$ cat src/rtl/fft4_pkg.sv
// fft4_pkg: shared definitions for the 4-point FFT frame sequencer.
//   NPTS          points per frame
//   DW_DEF/OW_DEF default sample/result component widths
//   state_e       sequencer states
//   out_slot()    maps drain position to result-buffer slot
// Build option: FFT4_BITREV_OUT_EN selects bit-reversed result order
// (slots 0,2,1,3). When it is undefined, results come out in natural order.
package fft4_pkg;

    localparam int NPTS   = 4;
    localparam int DW_DEF = 4;
    localparam int OW_DEF = 6;

    typedef enum logic [1:0] {
        FILL   = 2'd0,
        SETTLE = 2'd1,
        DRAIN  = 2'd2
    } state_e;

    // Drain position -> result slot (equal to the bin number).
    function automatic logic [1:0] out_slot(input logic [1:0] dcnt);
`ifdef FFT4_BITREV_OUT_EN
        out_slot = {dcnt[0], dcnt[1]};
`else
        out_slot = dcnt;
`endif
    endfunction

endpackage

$ cat src/rtl/fft4_out_sel.sv
// fft4_out_sel: combinational result-slot multiplexer.
//   rbuf_re_i/rbuf_im_i  captured results, slot k = bin k
//   dcnt_i               drain position (0..3)
//   m_re_o/m_im_o        selected result
//   m_idx_o              bin number of the selected result
// Order follows fft4_pkg::out_slot (FFT4_BITREV_OUT_EN aware).
module fft4_out_sel
    import fft4_pkg::*;
#(
    parameter int OW = OW_DEF
) (
    input  logic [NPTS-1:0][OW-1:0] rbuf_re_i,
    input  logic [NPTS-1:0][OW-1:0] rbuf_im_i,
    input  logic [1:0]              dcnt_i,
    output logic [OW-1:0]           m_re_o,
    output logic [OW-1:0]           m_im_o,
    output logic [1:0]              m_idx_o
);

    logic [1:0] slot;

    assign slot    = out_slot(dcnt_i);
    assign m_re_o  = rbuf_re_i[slot];
    assign m_im_o  = rbuf_im_i[slot];
    assign m_idx_o = slot;

endmodule

$ cat src/rtl/fft4_frame_ctrl.sv
// fft4_frame_ctrl: frame sequencer around an external 4-point FFT datapath.
// The block gathers 4 complex samples, holds them on fft_in_* for
// SETTLE_CYCLES cycles, captures fft_out_*, then streams the 4 results out.
//   clk, rst_n          clock, async active-low reset
//   abort               synchronous frame discard (beats all handshakes)
//   s_valid/s_ready     sample input handshake, s_re/s_im sample data
//   fft_in_re/im        frame to datapath, slot k at [k*DW +: DW]
//   fft_out_re/im       datapath results, slot k at [k*OW +: OW]
//   m_valid/m_ready     result handshake, m_re/m_im/m_idx/m_last result
//   busy                high while settling or draining
// Build option: FFT4_BITREV_OUT_EN emits results in order 0,2,1,3.
module fft4_frame_ctrl
    import fft4_pkg::*;
#(
    parameter int DW            = DW_DEF,
    parameter int OW            = OW_DEF,
    parameter int SETTLE_CYCLES = 2
) (
    input  logic            clk,
    input  logic            rst_n,
    input  logic            abort,
    input  logic            s_valid,
    output logic            s_ready,
    input  logic [DW-1:0]   s_re,
    input  logic [DW-1:0]   s_im,
    output logic [4*DW-1:0] fft_in_re,
    output logic [4*DW-1:0] fft_in_im,
    input  logic [4*OW-1:0] fft_out_re,
    input  logic [4*OW-1:0] fft_out_im,
    output logic            m_valid,
    input  logic            m_ready,
    output logic [OW-1:0]   m_re,
    output logic [OW-1:0]   m_im,
    output logic [1:0]      m_idx,
    output logic            m_last,
    output logic            busy
);

    if (SETTLE_CYCLES < 1 || SETTLE_CYCLES > 15) begin : g_bad_settle
        $error("fft4_frame_ctrl: SETTLE_CYCLES must be 1..15");
    end

    localparam logic [3:0] SETTLE_LAST = 4'(SETTLE_CYCLES - 1);

    state_e                  state_q;
    logic [1:0]              fcnt_q;
    logic [3:0]              scnt_q;
    logic [1:0]              dcnt_q;
    logic [NPTS-1:0][DW-1:0] sbuf_re_q, sbuf_im_q;
    logic [NPTS-1:0][OW-1:0] rbuf_re_q, rbuf_im_q;
    logic                    s_ready_q, m_valid_q, m_last_q, busy_q;

    // Single sequencer process: state, counters, buffers and the
    // registered handshake/status outputs all move together.
    always_ff @(posedge clk or negedge rst_n) begin
        if (!rst_n) begin
            state_q   <= FILL;
            fcnt_q    <= '0;
            scnt_q    <= '0;
            dcnt_q    <= '0;
            sbuf_re_q <= '0;
            sbuf_im_q <= '0;
            rbuf_re_q <= '0;
            rbuf_im_q <= '0;
            s_ready_q <= 1'b1;
            m_valid_q <= 1'b0;
            m_last_q  <= 1'b0;
            busy_q    <= 1'b0;
        end else if (abort) begin
            // Buffers are left alone; the next fill overwrites them.
            state_q   <= FILL;
            fcnt_q    <= '0;
            scnt_q    <= '0;
            dcnt_q    <= '0;
            s_ready_q <= 1'b1;
            m_valid_q <= 1'b0;
            m_last_q  <= 1'b0;
            busy_q    <= 1'b0;
        end else begin
            case (state_q)
                FILL: begin
                    if (s_valid) begin
                        sbuf_re_q[fcnt_q] <= s_re;
                        sbuf_im_q[fcnt_q] <= s_im;
                        if (fcnt_q == 2'd3) begin
                            fcnt_q    <= '0;
                            state_q   <= SETTLE;
                            s_ready_q <= 1'b0;
                            busy_q    <= 1'b1;
                        end else begin
                            fcnt_q <= fcnt_q + 2'd1;
                        end
                    end
                end
                SETTLE: begin
                    if (scnt_q == SETTLE_LAST) begin
                        scnt_q    <= '0;
                        rbuf_re_q <= fft_out_re;
                        rbuf_im_q <= fft_out_im;
                        state_q   <= DRAIN;
                        m_valid_q <= 1'b1;
                    end else begin
                        scnt_q <= scnt_q + 4'd1;
                    end
                end
                DRAIN: begin
                    if (m_ready) begin
                        if (dcnt_q == 2'd3) begin
                            dcnt_q    <= '0;
                            state_q   <= FILL;
                            s_ready_q <= 1'b1;
                            m_valid_q <= 1'b0;
                            m_last_q  <= 1'b0;
                            busy_q    <= 1'b0;
                        end else begin
                            dcnt_q   <= dcnt_q + 2'd1;
                            m_last_q <= (dcnt_q == 2'd2);
                        end
                    end
                end
                default: begin
                    state_q   <= FILL;
                    s_ready_q <= 1'b1;
                    m_valid_q <= 1'b0;
                    m_last_q  <= 1'b0;
                    busy_q    <= 1'b0;
                end
            endcase
        end
    end

    assign s_ready   = s_ready_q;
    assign m_valid   = m_valid_q;
    assign m_last    = m_last_q;
    assign busy      = busy_q;
    assign fft_in_re = sbuf_re_q;
    assign fft_in_im = sbuf_im_q;

    fft4_out_sel #(.OW(OW)) u_out_sel (
        .rbuf_re_i (rbuf_re_q),
        .rbuf_im_i (rbuf_im_q),
        .dcnt_i    (dcnt_q),
        .m_re_o    (m_re),
        .m_im_o    (m_im),
        .m_idx_o   (m_idx)
    );

endmodule

$ cat config.mk
export PLATFORM = sky130hd
export DESIGN_NAME = fft4_frame_ctrl
export DESIGN_NICKNAME = d
export VERILOG_FILES = /design/src/rtl/fft4_pkg.sv /design/src/rtl/fft4_out_sel.sv /design/src/rtl/fft4_frame_ctrl.sv
export SDC_FILE = /design/constraint.sdc
export NUM_CORES = 1
export LEC_CHECK = 0
export CORE_ASPECT_RATIO = 1.5
export CORE_MARGIN = 2
export CORE_UTILIZATION = 48
export DETAILED_ROUTE_END_ITERATION = 8
export HOLD_SLACK_MARGIN = 0.08
export PLACE_DENSITY = 0.89
export SYNTH_ARGS = -nofsm -noshare
export SYNTH_HDL_FRONTEND = slang
export SYNTH_HIERARCHICAL = 1
export SYNTH_SLANG_ARGS = --single-unit
$ cat constraint.sdc
create_clock -name clk -period 2.5 [get_ports clk]
set_input_delay 0.375 -clock clk [delete_from_list [all_inputs] [get_ports clk]]
set_output_delay 0.375 -clock clk [all_outputs]
set_load 0.005 [all_outputs]
==> results.toml <==
[global_routing]
track_usage = 0.201
grt_max_degree = 56
grt-ovfl-total = 0
grt_pass1_vias = 2898
antenna_found_initial = 0
grt_pass1_wl_um = 14200

[clock_tree]
cts.sinks = 94
h-tree-depth = 3
clk_pin_slew_worst_paths_ps = 60
cts_buffers = 9
cts_buffer_depth = 2
post-cts-setup-buffers = 0
ctsRootBufferMaster = "clkbuf_16"
cts_tree = "yes"
clkLatencyLatePin_ps = 340

[layout]
drive_above_1_share = 0.293
area_growth_pct = 36.3
final_nets = 443
fin_util = 0.669
fillers = 593
seqCellArea_sq_mm = 0.00235
antenna_cells = 0
multi_input_area_sq_mm = 0.00164
final_area_sq_mm = 0.00559

[routing]
topRoutingLayerUsed = "met4"
vias_per_cell = 5.31
avgRoutedWirePerCell_um = 17.8
ant_nets = 0
dr_wl_met3_um = 604
totalWireLength_um = 8640
wl_met1_um = 3350
wl_met2_um = 4530
drtIter0Drc = 49
drc = 0
firstDrtPassIters = 4
num_vias = 2583

[logic_synthesis]
synthCells = 260
syn-cell-area_sq_mm = 0.00410
synth_edf_count = 0
yosysWarnings = 6
ys_top_cells_by_area = "dfrtp_1 (57%), mux2_2 (16%), mux2_4 (7.3%)"
syn_nets = 329
yosysMostFrequentCell = "dfrtp_1"
synth_flop_cell = "dfrtp_1"
yosysUniqueCellTypes = 31
postSynth.asyncResetShare = 1.00
synth_top_area_frac = 0.567
synth_seq_cells = 94
yosysTopAreaCell = "dfrtp_1"
synth.avg_cell_area_sq_um = 15.8
ys_seq_area_frac = 0.573
synth_common_cells = "dfrtp_1 (93), mux2_2 (60), mux2_4 (20)"

[worst_setup_path]
crit_arrival_ps = 2040
cp-start-kind = "register"
end_kind = "output pin"
required_ps = 2120
critPathMaxFanout = 16
worstSetupPathType = "reg -> out"

[die]
initial_utilization = 0.491
die_h_um = 117
die_w_um = 79.5
ios = 111
core_sq_mm = 0.00836
rows = 41
dieArea_sq_mm = 0.00932

[sta]
whs_ps = 503
rsz0062_at_grt = "false"
fin_worst_skew_ps = 5.66
setup_viol = 0
maxSlewViolCount = 0
final.setup.tns_ps = 0
clock.fmax_ghz = 0.413
hold_viol_final = 0
max_slew_margin = 0.515
final.period_utilization = 0.968
worst_slew_pin_slew_ps = 728
period_minus_slack_ps = 2420
fin_ws_ps = 80.7

[power]
netSwitchingFraction = 0.220
intPower_mw = 2.92
p_comb_frac = 0.187
cellPowerDensity_mw_per_mm2 = 670
switchingPower_uw = 825
seq_power_share = 0.478
p_clk_frac = 0.334
cellLeakagePower_nw = 2.60
ir_worst_vdd_mv = 0.423

[place]
pre_cts_slack_ps = 348
gp_congestion = 0.751
placed_area_sq_mm = 0.00531
numPortBuffers = 110
dp_hpwl_um = 6320

[hold_path]
hold_class = "reg -> reg"

[run]
max_cap_violations = 0

[run_status]
status = "complete, no violations"
==> critical path, cell delays in order (launching register included) <==
cell and delay [ps]:
dfrtp_1 810, mux4_2 410, clkdlybuf4s50_1 490
==> per-layer routing <==
layer | global-route usage | vias to the layer above
li1 | - | 1166
met1 | 0.225 | 1295
met2 | 0.364 | 106
met3 | 0.0583 | 16
met4 | 0.0724 | 0
met5 | 0 | -
==> final cells by class <==
cell class,instances,area share
inverter,7,0.00470
clock buffer,15,0.0479
timing repair buffer,115,0.209
tap,107,0.0239
sequential,94,0.421
multi-input combinational,147,0.293
clock inverter,1,0.000895
==> layout by cell type (no fill, tap or decap) <==
master	netlist	final
clkdlybuf4s50_1	0	109
dfrtp_1	93	93
mux2_2	60	60
mux2_4	20	20
mux4_2	10	10
a21oi_1	9	9
clkbuf_16	0	9
ha_1	8	8
inv_1	7	7
nand2_1	7	7
nor2_1	5	5
o21ai_0	4	4
clkbuf_1	2	4
or3_1	3	3
nand2b_1	2	2
nor3b_1	2	2
xnor2_1	2	2
nand3_1	2	2
mux2i_1	2	2
clkbuf_8	0	2
buf_4	3	2
buf_12	0	2
mux4_1	2	2
nor3b_2	1	1
or3b_2	0	1
nor4b_2	1	1
o31a_1	1	1
nand4b_1	1	1
nor2b_1	1	1
or4_1	1	1
nand3b_1	1	1
o31ai_1	1	1
clkinv_2	0	1
dlygate4sd3_1	0	1
buf_6	3	1
dfstp_2	1	1
==> worst paths after layout <==
check / start / end / slack (ps) / cells past startpoint
setup reg to reg: scnt_q[1]$_DFFE_PN0P_ / rbuf_im_q[10]$_DFFE_PN0P_ / 350 / 6
hold reg to reg: rbuf_im_q[22]$_DFFE_PN0P_ / rbuf_im_q[22]$_DFFE_PN0P_ / 500 / 1
max in group asynchronous: rst_n / rbuf_re_q[5]$_DFFE_PN0P_ / 1290 / 3
setup / recovery: dcnt_q[1]$_DFFE_PN0P_ / m_re[1] / 80 / 2
hold / removal: rbuf_im_q[22]$_DFFE_PN0P_ / rbuf_im_q[22]$_DFFE_PN0P_ / 500 / 1
min in group asynchronous: rst_n / fft_in_im[8]$_DFFE_PN0P_ / 560 / 2
==> sequential cells by signal, indices dropped and copies added, names as in the netlist <==
register / flops
rbuf_im_q: 24
rbuf_re_q: 24
fft_in_im: 16
fft_in_re: 16
scnt_q: 4
dcnt_q: 2
fcnt_q: 2
state_q: 2
busy: 1
m_last: 1
m_valid: 1
s_ready: 1
==> power by group through the flow <==
stage	clock [mW]	combinational, mW	sequential, mW
floorplan	0	0.185	1.82
global placement	0	0.686	1.81
detailed placement	0	0.712	1.82
CTS	1.29	0.717	1.79
global route	1.36	0.758	1.81
finish	1.25	0.703	1.79
==> cells by family after synthesis <==
kind of cell | after synthesis | synth area share
multiplexers | 94 | 0.310
flip-flops | 94 | 0.573
AND/OR/NAND/NOR | 28 | 0.0409
buffers and inverters | 19 | 0.0268
AO/OA/AOI/OAI | 15 | 0.0198
adder cells (fa/ha/maj) | 8 | 0.0244
XOR/XNOR | 2 | 0.00427
==> per-stage QoR <==
step	total power, mW	instances
after floorplan	2.01	260
after global placement	2.49	469
after detailed placement	2.53	469
after CTS	3.80	486
after global routing	3.93	486
final	3.75	486
==> repair_timing <==
item,CTS,global route
gates resized for setup,0,1
hold endpoints to repair,38,0
hold buffers,1,0
endpoints found under the setup margin,0,2
(Power assumes the default switching activity.)
